[src/rtl/bip_result_tx.sv]
// Run controller for the BIP CPU. It enables the CPU and counts the enabled cycles until HALT,
// then sends {PC, ACC, cycle count} to the UART transmitter as a 6-byte big-endian frame.
module bip_result_tx #(
  parameter int NB_DATA            = 16,
  parameter int LOG2_N_INSMEM_ADDR = 11,
  parameter int NB_CYCLES          = 16,
  parameter int NB_BYTE            = 8
) (
  input  logic                          i_clock,
  input  logic                          i_reset,
  input  logic                          i_valid,
  input  logic                          i_start,
  input  logic                          i_halt,
  input  logic [LOG2_N_INSMEM_ADDR-1:0] i_pc,
  input  logic [NB_DATA-1:0]            i_acc,
  input  logic                          i_tx_done,
  output logic                          o_cpu_valid,
  output logic                          o_tx_start,
  output logic [NB_BYTE-1:0]            o_tx_data,
  output logic                          o_busy,
  output logic                          o_done
);

  localparam int          NB_FRAME  = 48;
  localparam logic [2:0]  LAST_BYTE = 3'd5;

  typedef enum logic [2:0] {IDLE, RUN, SEND, WAIT, DONE} state_t;

  state_t               state;
  logic [NB_CYCLES-1:0] cycle_count;
  logic [NB_CYCLES-1:0] count_next;
  logic [2:0]           byte_index;
  logic [NB_FRAME-1:0]  frame;
  logic [NB_FRAME-1:0]  snapshot;
  logic                 tx_start;
  logic [NB_BYTE-1:0]   tx_data;
  logic                 busy;
  logic                 done;
  logic                 cpu_run;

  function automatic logic [NB_BYTE-1:0] frame_byte(input logic [NB_FRAME-1:0] f,
                                                    input logic [2:0] idx);
    case (idx)
      3'd0:    frame_byte = f[47:40];
      3'd1:    frame_byte = f[39:32];
      3'd2:    frame_byte = f[31:24];
      3'd3:    frame_byte = f[23:16];
      3'd4:    frame_byte = f[15:8];
      3'd5:    frame_byte = f[7:0];
      default: frame_byte = '0;
    endcase
  endfunction

  // The CPU enable must follow i_valid in the same cycle, so it is decoded rather than registered.
  assign cpu_run    = (state == RUN) && i_valid;
  assign count_next = (&cycle_count) ? cycle_count : cycle_count + NB_CYCLES'(1);
  assign snapshot   = {16'(i_pc), 16'(i_acc), 16'(count_next)};

  always_ff @(posedge i_clock) begin
    if (i_reset) begin
      state       <= IDLE;
      cycle_count <= '0;
      byte_index  <= '0;
      frame       <= '0;
      tx_start    <= 1'b0;
      tx_data     <= '0;
      busy        <= 1'b0;
      done        <= 1'b0;
    end else begin
      tx_start <= 1'b0;
      case (state)
        IDLE: begin
          if (i_start) begin
            state       <= RUN;
            cycle_count <= '0;
            busy        <= 1'b1;
          end
        end
        RUN: begin
          if (cpu_run) begin
            cycle_count <= count_next;
            // The HALT cycle itself is counted, hence the snapshot uses count_next.
            if (i_halt) begin
              state      <= SEND;
              frame      <= snapshot;
              byte_index <= '0;
              tx_start   <= 1'b1;
              tx_data    <= frame_byte(snapshot, 3'd0);
            end
          end
        end
        SEND: begin
          state <= WAIT;
        end
        WAIT: begin
          if (i_tx_done) begin
            if (byte_index == LAST_BYTE) begin
              state   <= DONE;
              busy    <= 1'b0;
              done    <= 1'b1;
              tx_data <= '0;
            end else begin
              state      <= SEND;
              byte_index <= byte_index + 3'd1;
              tx_start   <= 1'b1;
              tx_data    <= frame_byte(frame, byte_index + 3'd1);
            end
          end
        end
        DONE: begin
          state <= DONE;
        end
        default: begin
          state <= IDLE;
        end
      endcase
    end
  end

  assign o_cpu_valid = cpu_run;
  assign o_tx_start  = tx_start;
  assign o_tx_data   = tx_data;
  assign o_busy      = busy;
  assign o_done      = done;

endmodule

[config.mk]
export PLATFORM = sky130hd
export DESIGN_NAME = bip_result_tx
export DESIGN_NICKNAME = d
export VERILOG_FILES = /design/src/rtl/bip_result_tx.sv
export SDC_FILE = /design/constraint.sdc
export NUM_CORES = 1
export LEC_CHECK = 0
export CELL_PAD_IN_SITES_DETAIL_PLACEMENT = 0
export CELL_PAD_IN_SITES_GLOBAL_PLACEMENT = 1
export CORE_MARGIN = 2
export CORE_UTILIZATION = 42
export DETAILED_ROUTE_END_ITERATION = 10
export PLACE_DENSITY_LB_ADDON = 0.2
export SLEW_MARGIN = 5
export SYNTH_ARGS = -nofsm -noshare
export SYNTH_HDL_FRONTEND = slang
export SYNTH_SLANG_ARGS = --single-unit
[constraint.sdc]
create_clock -name i_clock -period 2.6 [get_ports i_clock]
set_clock_uncertainty 0.1 [all_clocks]
set_input_delay 0.39 -clock i_clock [delete_from_list [all_inputs] [get_ports i_clock]]
set_output_delay 0.39 -clock i_clock [all_outputs]
set_load 0.005 [all_outputs]
# == After elaboration in Yosys (flattened, before gate mapping) ==
# Index checks and enable logic that the tools add are counted.
# op_classes
n_addsub,2
eq_ne,16
n_mux,30
n_reduce_logical,14
# ops
op,count
$mux 16,3
$pmux 8 s6,1
$mux 8,4
$pmux 16 s2,1
$mux 3,9
$add 16x1->16 const B,1
$pmux 8 s2,1
$reduce_and 16->1,1
$pmux 3 s5,1
$eq 3x2->1 const B,4
$eq 3x3->1 const B,4
$ne 2x2->1 const B,6
$reduce_and 4->1,3
$reduce_and 3->1,3
$mux 1,7
$eq 3x1->1 const B,2
$logic_not 3->1,2
$pmux 3 s2,1
$reduce_bool 2->1,3
$reduce_and 5->1,1
$pmux 1 s2,2
$add 3x1->3 const B,1
$logic_and 1x1->1,1
# word_totals
regBits,76
input_bits,33
out_inout_bits,12
wordCells,70

# == Logic depth before layout (Yosys ltp) ==
# Gate-level depths: netlist of the first run.
# depth
word_depth,6
depth_mapped,7
ltp_nobuf,6

# == Worst setup path before layout of the first run ==
# No wires, ideal clock.
# synth_timing
kind,register -> register
startpoint,reg cycle_count[1]
endpoint,reg frame[15]
setup_time_ns,0.079
arrival_ns,1.749
required_ns,2.421
slack_ns,0.672
path_stages_with_launch,7
n_path_buf,1
period_less_slack_ns,1.928
path_cell_list,dfxtp_1 ha_1 nand3_1 nor4_4 buf_6 nor2_2 a211oi_2
# synth_between
elab_chain_cells,2
elab_cells_between_ends,3
classes_between,add/sub (1); mux (1); reduce/logical (1)
# synth_rtl
element,line_no,source
start: declaration,30,logic [NB_CYCLES-1:0] cycle_count;
start signal: assignment,81,cycle_count <= count_next;
$add 16x1->16 / $reduce_and 16->1 (equally long branches),56,assign count_next = (&cycle_count) ? cycle_count : cycle_count + NB_CYCLES'(1);
$mux 16 (*),56,
end signal: assignment,85,frame <= snapshot;
end: declaration,33,logic [NB_FRAME-1:0] frame;
# Every way passes the cells marked *; elsewhere a longest branch is shown, timed or not.
# A chain may end at the register's enable or synchronous reset.

# == Final worst setup path of the first run ==
# layout_timing
startpoint,in i_valid
endpoint,out o_cpu_valid
# layout_between
elab_chain_cells,1
# layout_rtl
element,line_no,source
start: declaration,11,"input logic i_valid,"
$logic_and 1x1->1,55,assign cpu_run = (state == RUN) && i_valid;
end: declaration,17,"output logic o_cpu_valid,"
# Every way passes these cells.

==> run_results.csv, run 1 <==
group,metric,value,unit
synth,synth_area_leaders,"dfxtp_1, nand2_1, a21oi_1",
critical_path,crit_required,2.11,ns
drt,routed_wl,10100,µm
final_layout,multi_input_area,2070,µm²
synth,synth_nets,494,
critical_path,cpPeakStageDelay,0.58,ns
pwr,leakage,1.46,nW
clock_tree,worst_skew_pair.late_latency,0.35,ns
clock_tree,post_cts_buffers,0,
flow_run,maxCapViolCount,0,
worst_hold_path,min_to,"frame[18]$_SDFFE_PP0P_",
critical_path,ff2ff_path_depth,6,
timing,whs,0.360,ns
final_layout,fillers,868,
timing,tns,0,ns
synth,yosys.area_share.simple,0.237,
final_layout,antennaDiodeCount,0,
critical_path,cp_max_fo,6,
floorplanning,rows,34,
synth,async_flop_share,0,
timing,setup_viol,0,
drt,post_drt_wl_per_cell,16.8,µm
pwr,total_power,2.37,mW
placed_design,routabilityCongestion,0.799,
critical_path,start_kind,"primary input",
run_status,outcome,"finished, final reports clean",
worst_hold_path,worstHoldPathCells,2,
timing,hold_violations,0,
final_layout,drive_gt1_frac,0.102,
global_route,grt.total_usage,0.209,
critical_path,rr_startpoint,"cycle_count[1]$_SDFFE_PP0P_",
clock_tree,cts_buffer_depth,2,
clock_tree,cts-root-buf,"clkbuf_8",
worst_hold_path,hold_start,"frame[18]$_SDFFE_PP0P_",
critical_path,cp.arrival,1.88,ns
synth,yosysMostFrequentCell,"dfxtp_1",
synth,synth_compound_area_frac,0.251,
placed_design,dp.cells,582,
synth,synth.ff_latch_count,76,
drt,viasPerCell,5.78,
critical_path,worstReg2RegEnd,"frame[1]$_SDFFE_PP0P_",
global_route,grt.met2_usage,0.328,
pwr,vdd_ir_drop_max,214,µV
floorplanning,num_io_pins,45,
global_route,grt_overflow,0,
critical_path,path_class,"in2out",
pwr,p_per_area,528,nW/µm²
global_route,busiest_layer,"met2",
global_route,grt_max_degree,61,
critical_path,crit_path_frequent_cell,"clkdlybuf4s50_1",
synth,ys_seq_area_frac,0.401,
clock_tree,cts_hold_buf,0,
worst_hold_path,hp-class,"reg2reg",
placed_design,dpl-instance-area,4290,µm²
clock_tree,cts_num_sinks,76,
floorplanning,core_area,8720,µm²
synth,muxShareOfSynthArea,0.0271,
timing,rsz0062_at_grt,"false",
floorplanning,die_w,99.0,µm
drt,drt-pass1-iter-count,5,
drt,num_vias,3454,
synth,synth_ff_type,"dfxtp_1",
placed_design,dpl.hpwl,6890,µm
synth,yosysWarnings,0,
clock_tree,cts_max_level,3,
floorplanning,dieArea,9800,µm²
timing,fin_crit_sh,0.910,
timing,slew_headroom,0.526,
floorplanning,start_util,0.435,
clock_tree,cts_inserted_buffers,9,
synth,synth_cells,455,
timing,fin_crit,2.37,ns
synth,synth_cell_type_count,65,
global_route,grt_antenna_before_repair,0,
synth,yosysTopAreaCell,"dfxtp_1",
drt,route.detailed.drc,0,
clock_tree,cts_tree,"built",
synth,synth-xor-area-share,0.0116,
global_route,grtUsageMet3,0.0348,
critical_path,crit_chain,"clkdlybuf4s50_1 > and4bb_1 > clkdlybuf4s50_1",
final_layout,layout.cells.non_filler,598,
timing,slew_violations,0,
synth,syn_area_per_cell,8.33,µm²
floorplanning,dieHeight,99.0,µm
synth,synth_top_area_share,0.401,
timing,tightest_slew,0.693,ns
clock_tree,post_cts_resize_count,0,
synth,syn-cell-area,3790,µm²
timing,fmax,423,MHz
global_route,grt_pass1_vias,3223,
critical_path,cp_slowest_cell,"clkdlybuf4s50_1",
final_layout,areaGrowthSynthToFinish,18.7,%
drt,antenna_left,0,
critical_path,worstSetupEndpointType,"primary output",
global_route,gr-usage-met1,0.291,
critical_path,r2r_setup_slack,0.28,ns
global_route,grt_pass1_wl,16500,µm
final_layout,nets,524,
synth,synth_common_cells,"dfxtp_1, nand2_1, a21oi_1",
clock_tree,cts.reportedPaths.clkPinSlew,0.09,ns
synth,synth_top_family_by_area,"compound AO/OA/AOI/OAI gates",
synth,synth_fa_ha_area_frac,0.0198,
synth,synth-edff-count,0,
placed_design,numPortBuffers,44,
drt,first_iter_violations,175,
final_layout,fin_area,4500,µm²
final_layout,seqCellArea,1520,µm²
==> how the worst max path moves through the flow <==
stage	start	endpoint	slack, ns	cells after the start
finish	i_valid	o_cpu_valid	0.23	3
global route	cycle_count[1]$_SDFFE_PP0P_	frame[1]$_SDFFE_PP0P_	0.08	6
CTS	i_valid	o_cpu_valid	0.24	3
detailed placement	i_valid	frame[12]$_SDFFE_PP0P_	0.22	6
global placement	i_valid	frame[12]$_SDFFE_PP0P_	0.23	6
floorplan	cycle_count[1]$_SDFFE_PP0P_	frame[15]$_SDFFE_PP0P_	0.67	6
==> critical path, delay by kind of cell <==
| kind | cells | cell delay (ns) |
|---|---|---|
| AND/OR/NAND/NOR | 1 | 0.38 |
| buffers and inverters | 2 | 1.10 |
==> per-layer routing <==
| metal | share of wire | wire, µm |
|---|---|---|
| met5 | 0 | 0 |
| met4 | 0.016 | 158 |
| met3 | 0.048 | 485 |
| met2 | 0.46 | 4610 |
| met1 | 0.48 | 4820 |
==> cells in the final DEF, fill, tap and decap left out, types with 5 or more instances in the layout <==
cell / count
a22oi_1: 14
a21oi_1: 47
nor3_1: 7
o211ai_1: 5
o21ai_0: 17
a31oi_1: 7
clkdlybuf4s50_1: 43
nand3b_1: 6
ha_1: 6
clkbuf_8: 10
inv_1: 8
a222oi_1: 6
mux2i_1: 8
a211oi_1: 6
a32oi_1: 5
nor2_1: 25
nand3_1: 15
buf_4: 10
nand4_1: 7
nand2_1: 75
dfxtp_1: 76
==> flip-flops by register name, summed over array words and instances (netlist names) <==
register	cells
o_done	1
state	3
frame	43
byte_index	3
o_tx_data	8
o_busy	1
cycle_count	16
o_tx_start	1
==> cell type report <==
class | count | area share
multi-input combinational | 335 | 0.461
sequential | 76 | 0.338
timing repair buffer | 55 | 0.118
clock buffer | 10 | 0.0306
tap | 108 | 0.0300
clock inverter | 6 | 0.0159
inverter | 8 | 0.00667
==> power breakdown <==
group	switching (mW)	leakage, nW	internal [mW]
Sequential	0.0194	0.615	1.19
Clock	0.484	0.0995	0.479
Combinational	0.106	0.745	0.0965
Total	0.609	1.46	1.76
==> cells by family (layout without fill, tap and decap cells) <==
group	count (synthesis)	after routing
buffers and inverters	44	79
AO/OA/AOI/OAI	139	139
flip-flops	76	76
AND/OR/NAND/NOR	175	175
multiplexers	10	10
XOR/XNOR	5	5
adder cells (fa/ha/maj)	6	6
==> metrics by stage <==
| stage | util | worst slack [ns] |
|---|---|---|
| CTS | 0.516 | 0.241 |
| global placement | 0.492 | 0.229 |
| floorplan | - | 0.672 |
| global route | 0.516 | 0.0811 |
| detailed placement | 0.492 | 0.216 |
| finish | 0.516 | 0.235 |
No activity file was read; power rests on OpenSTA's default activity.
==> run 2: changes to the inputs <==
CTS_BUF_LIST = sky130_fd_sc_hd__clkbuf_4 sky130_fd_sc_hd__clkbuf_8 sky130_fd_sc_hd__clkbuf_16   (was default)
CTS_CLUSTER_SIZE = 30   (was default)
==> results of run 2 <==
Final layout, timing and power as in run 1 (identical DEF).
